==> src/rtl/escalonador_ula.sv <==
// Round-robin arbiter sharing one combinational ALU between two requesters; response two cycles after transfer.
// One operation in flight at a time: requesters see ready only while idle, and the response holds until consumed.
module escalonador_ula #(
  parameter bit PRIO_INICIAL = 1'b0
) (
  input  logic        clock,
  input  logic        reset,
  input  logic        req0_valid,
  output logic        req0_ready,
  input  logic [3:0]  req0_op,
  input  logic [31:0] req0_a,
  input  logic [31:0] req0_b,
  input  logic        req1_valid,
  output logic        req1_ready,
  input  logic [3:0]  req1_op,
  input  logic [31:0] req1_a,
  input  logic [31:0] req1_b,
  output logic        resp0_valid,
  input  logic        resp0_ready,
  output logic        resp1_valid,
  input  logic        resp1_ready,
  output logic [31:0] resp_result,
  output logic        resp_zero,
  output logic [3:0]  ctrlULA,
  output logic [31:0] entradaA,
  output logic [31:0] entradaB,
  input  logic [31:0] saida,
  input  logic        zero
);

  typedef enum logic [1:0] {OCIOSO, EXECUTA, RESPONDE} estado_t;

  estado_t estado;
  logic    prio;
  logic    id;
  logic    pronto;
  logic    vence1;
  logic    transf;
  logic    resp_hs;

  // pronto keeps both readies low for the first cycle after reset is released
  assign vence1     = req1_valid && (!req0_valid || prio);
  assign req0_ready = (estado == OCIOSO) && pronto && req0_valid && !vence1;
  assign req1_ready = (estado == OCIOSO) && pronto && vence1;
  assign transf     = req0_ready || req1_ready;
  assign resp_hs    = (resp0_valid && resp0_ready) || (resp1_valid && resp1_ready);

  always_ff @(posedge clock) begin
    if (!reset) begin
      estado      <= OCIOSO;
      prio        <= PRIO_INICIAL;
      id          <= 1'b0;
      pronto      <= 1'b0;
      resp0_valid <= 1'b0;
      resp1_valid <= 1'b0;
      resp_result <= '0;
      resp_zero   <= 1'b0;
      ctrlULA     <= '0;
      entradaA    <= '0;
      entradaB    <= '0;
    end else begin
      pronto <= 1'b1;
      case (estado)
        OCIOSO: begin
          if (transf) begin
            // the ALU-facing registers double as the operation latch
            id       <= vence1;
            ctrlULA  <= vence1 ? req1_op : req0_op;
            entradaA <= vence1 ? req1_a  : req0_a;
            entradaB <= vence1 ? req1_b  : req0_b;
            estado   <= EXECUTA;
          end
        end
        EXECUTA: begin
          resp_result <= saida;
          resp_zero   <= zero;
          ctrlULA     <= '0;
          entradaA    <= '0;
          entradaB    <= '0;
          resp0_valid <= !id;
          resp1_valid <= id;
          estado      <= RESPONDE;
        end
        RESPONDE: begin
          if (resp_hs) begin
            resp0_valid <= 1'b0;
            resp1_valid <= 1'b0;
            prio        <= !id;
            estado      <= OCIOSO;
          end
        end
        default: estado <= OCIOSO;
      endcase
    end
  end

endmodule

==> config.mk <==
export PLATFORM = sky130hd
export DESIGN_NAME = escalonador_ula
export DESIGN_NICKNAME = d
export VERILOG_FILES = /design/src/rtl/escalonador_ula.sv
export SDC_FILE = /design/constraint.sdc
export NUM_CORES = 1
export LEC_CHECK = 0
export BUFFER_PORTS_ARGS = -buffer_cell sky130_fd_sc_hd__buf_2
export CORE_AREA = 2 2 109 111
export CTS_CLUSTER_DIAMETER = 150
export DETAILED_ROUTE_END_ITERATION = 6
export DIE_AREA = 0 0 111 113
export MAX_ROUTING_LAYER = met4
export PLACE_DENSITY = 0.84
export SLEW_MARGIN = 40
export SYNTH_ARGS = -nofsm -noshare
export SYNTH_HDL_FRONTEND = slang
export SYNTH_SLANG_ARGS = --single-unit
export TNS_END_PERCENT = 10
==> constraint.sdc <==
create_clock -name clock -period 4.4 [get_ports clock]
set_clock_uncertainty 0.2 [all_clocks]
set_input_delay 0.44 -clock clock [delete_from_list [all_inputs] [get_ports clock]]
set_output_delay 0.44 -clock clock [all_outputs]
set_load 0.005 [all_outputs]
==> results.txt <==
----------------------------------------------------
[Route]
  Post-route DRC violation count ... 0
  Amount of wire on met2 after detailed routing ... approximately 6600 microns
  First-pass iteration count of the detailed router ... 4
  Metal1 wirelength ... approximately 5900 microns
  Remaining antenna violation count ... 0
  Detailed router's first-iteration violation count ... roughly 500
  Met3 wire len ... between 800 and 900 microns
  Wirelength, routed ... roughly 14,000 microns
  Total via count in the routed design ... roughly 5,000
  Routed vias/inst ... 5.26
  Average wire per cell in the routed design ... between 10 and 15 microns
  Max layer used ... met4

[Floorplan]
  Die W ... between 100 and 150 microns
  Vertical extent of the die ... roughly 110 microns
  Area enclosed by the die boundary ... ~0.013 sq mm
  Starting density of the core ... between 40 and 50%
  I/O pins ... 280
  Placeable core area ... 0.0113 sq mm
  Floorplan row count ... 39

[Layout]
  Nets ... 950
  Commonest non-fill, non-tap cell in the layout ... sky130_fd_sc_hd__buf_2
  Post-route non-filler standard cell count ... 923
  Share of final-layout standard cells stronger than drive strength 1 ... around two fifths
  Highest-count cells in the layout ignoring fill and taps ... sky130_fd_sc_hd__buf_2, sky130_fd_sc_hd__dfxtp_1, sky130_fd_sc_hd__nand2_1
  Area Growth Syn to Fin ... 36.7%
  Count of antenna diodes in the layout ... 0

[STA]
  Worst setup margin ... between 1.5 and 2 ns
  Final number of setup-violating endpoints ... 0
  Worst Max-Slew Pin Slew ... roughly 0.74 ns
  Period Utilization, post-route ... between 50% and 60%
  Summed negative setup slack over all endpoints ... 0 ns
  Final critical-path required period ... 2.48 ns
  Fin. Hold Viols ... 0
  Number of pins with negative max-slew slack in the final report ... 0
  RSZ-0062 raised after global routing ... no
  Remaining max-slew budget at the tightest pin ... 50.9%
  Peak clock frequency supported by timing ... between 0.4 and 0.5 GHz

[Power and ir drop]
  Max rail drop VDD ... a little under 300 uV
  Leakage power summed over all cells ... 2.97 nW
  Power Density ... approximately 360 mW/mm^2
  Total Power ... between 2 and 2.5 mW

[CTS]
  Hold-fix buffer count after cts ... 0
  # Post-CTS Setup Buffers ... 0
  Clock insertion delay at the later pin of the skew report ... approximately 0.34 ns
  TritonCTS Sinks ... approximately 110
  TritonCTS clock tree ... yes
  Root buffer cell ... sky130_fd_sc_hd__clkbuf_16
  Resized Gates After CTS ... 0
  H-tree lvl count ... 3
  CTS buffer count ... 9
  CTS clock-pin slew for the worst setup and hold paths ... approximately 0.070 ns
  Clock Tree Buf Depth ... 2

[Synthesis]
  Post-synthesis cell count ... 531
  Multiplexer share of the synthesized area ... 0%
  Area share of the leading cell type in the synthesized netlist ... a little under half
  Adder-cell share of the synthesized area ... 0%
  Total of warnings raised by yosys ... 0
  Parity-gate share of the synthesized area counting xor and xnor cells ... 0%
  Synthesized Nets ... between 700 and 800
  Dominant combinational cell family by area after synthesis ... compound AO/OA/AOI/OAI gates
  Cell type with the largest total area after synthesis ... sky130_fd_sc_hd__dfxtp_1
  Mapped Area ... around 0.0045 sq mm
  Synthesized area divided by synthesized cell count ... 8.52 sq um
  Fraction of the mapped netlist area in compound gates ... between 20 and 30%
  Top cells by area, synth ... sky130_fd_sc_hd__dfxtp_1, sky130_fd_sc_hd__nand2_1, sky130_fd_sc_hd__o21ai_0, sky130_fd_sc_hd__a22o_1, sky130_fd_sc_hd__a21boi_0
  Sequential fraction of the synthesis area ... between 40% and 50%
  Flop and latch count out of synthesis ... 108
  Distinct cell type count after synthesis ... 32
  Area share of and/or/nand/nor cells after synthesis ... 16.2%

[Placed design]
  Post-placement worst setup slack ... between 1.5 and 2 ns
  Placed instance count ... between 900 and 1,000
  Quantity of I/O buffers inserted on ports ... ~280
  Final weighted congestion in routability-driven placement ... slightly above 0.8
  HPWL after DPL ... roughly 9300 microns

[Global routing]
  First-pass GRT wire length ... 22,400 microns
  Number of global-route vias before repair ... 4,635
  Grt total ovfl ... 0
  Maximum number of pins on one net before global-route repair ... around 100
  Overall routing resource usage ... ~22%
  Antenna violations before repair ... 0

[Critical path]
  Arrival time at the worst endpoint ... between 1.5 and 2 ns
  Crit path capture type ... output pin
  CP Launch Type ... flip-flop
  Req. time, crit path ... roughly 3.8 ns
  Crit Path Class ... flip-flop to output pin
  Critical path fanouts, max ... 37
  Number of cells on the worst reg-to-reg path ... 5

[Outcome]
  Status ... finished, final reports clean

[Run]
  Max-capacitance violation count ... 0

[Hold path]
  Worst Hold Path Cells ... 3
  Tightest Hold Check Type ... primary input to flip-flop

----------------------------------------------------
## worst paths after layout
kind / endpoint / slack, ns / from
setup / recovery: req0_ready / 1.92 / estado[1]
setup reg to reg: entradaA[29] / 2.24 / estado[1]
hold / removal: resp_result[24] / 0.14 / saida[24]
hold reg to reg: resp_result[29] / 0.26 / resp_result[29]
## Yosys cell counts, drive strengths merged
cell type and number:
a21boi 34, a21oi 37, a221oi 1, a22o 33, a22oi 1, and2 4, and3 1, buf 31
clkbuf 23, dfxtp 108, nand2 103, nand2b 2, nand3b 1, nand4 33, nor2 2, nor2b 3
nor3b 3, o21a 1, o21ai 72, o221ai 1, o22ai 35, o31ai 1, or2b 1
## stage by stage
| step | util, % | hold slack (ns) | instance area [sq um] |
|---|---|---|---|
| 2_1_floorplan | - | 0.251 | 4520 |
| 3_3_place_gp | 52.3 | 0.239 | 5890 |
| 3_5_place_dp | 52.3 | 0.250 | 5900 |
| 4_1_cts | 54.8 | 0.120 | 6180 |
| 5_1_grt | 54.8 | 0.133 | 6180 |
| 6_report | 54.8 | 0.139 | 6180 |
## cells by family (layout without fill, tap and decap cells)
family,Yosys count,in the layout
AO/OA/AOI/OAI,216,216
AND/OR/NAND/NOR,153,153
flip-flops,108,108
buffers and inverters,54,303
## final cells by class
cell class	instances	area, sq um
clock buffer	12	256
timing repair buffer	287	1460
clock inverter	4	23.8
fill	1047	5090
sequential	108	2160
multi-input combinational	369	2100
tap	143	179
## flip-flops by register name (all words and copies together) (netlist names)
name,count
entradaA,32
entradaB,32
estado,2
pronto,1
resp_zero,1
resp1_valid,1
resp0_valid,1
resp_result,32
id,1
prio,1
ctrlULA,4
## metal layers
metal / GRT usage (%) / vias to the layer above
met1: 26.9 / 2244
li1: - / 2407
met2: 37.0 / 187
met5: - / -
met3: 5.09 / 19
met4: 7.17 / 0
## critical path, stage by stage (launching register included)
cell                      delay [ns]
sky130_fd_sc_hd__dfxtp_1        0.42
sky130_fd_sc_hd__nor3b_2        0.24
sky130_fd_sc_hd__buf_4          0.39
sky130_fd_sc_hd__nand2_1        0.14
sky130_fd_sc_hd__nor2_1         0.17
sky130_fd_sc_hd__buf_2          0.14
## power by group
group          internal, mW  total, mW  switching, mW
clock                 0.413      0.755          0.342
sequential             1.05       1.09         0.0377
combinational         0.183      0.393          0.210
No activity file was read; power rests on OpenSTA's default activity.
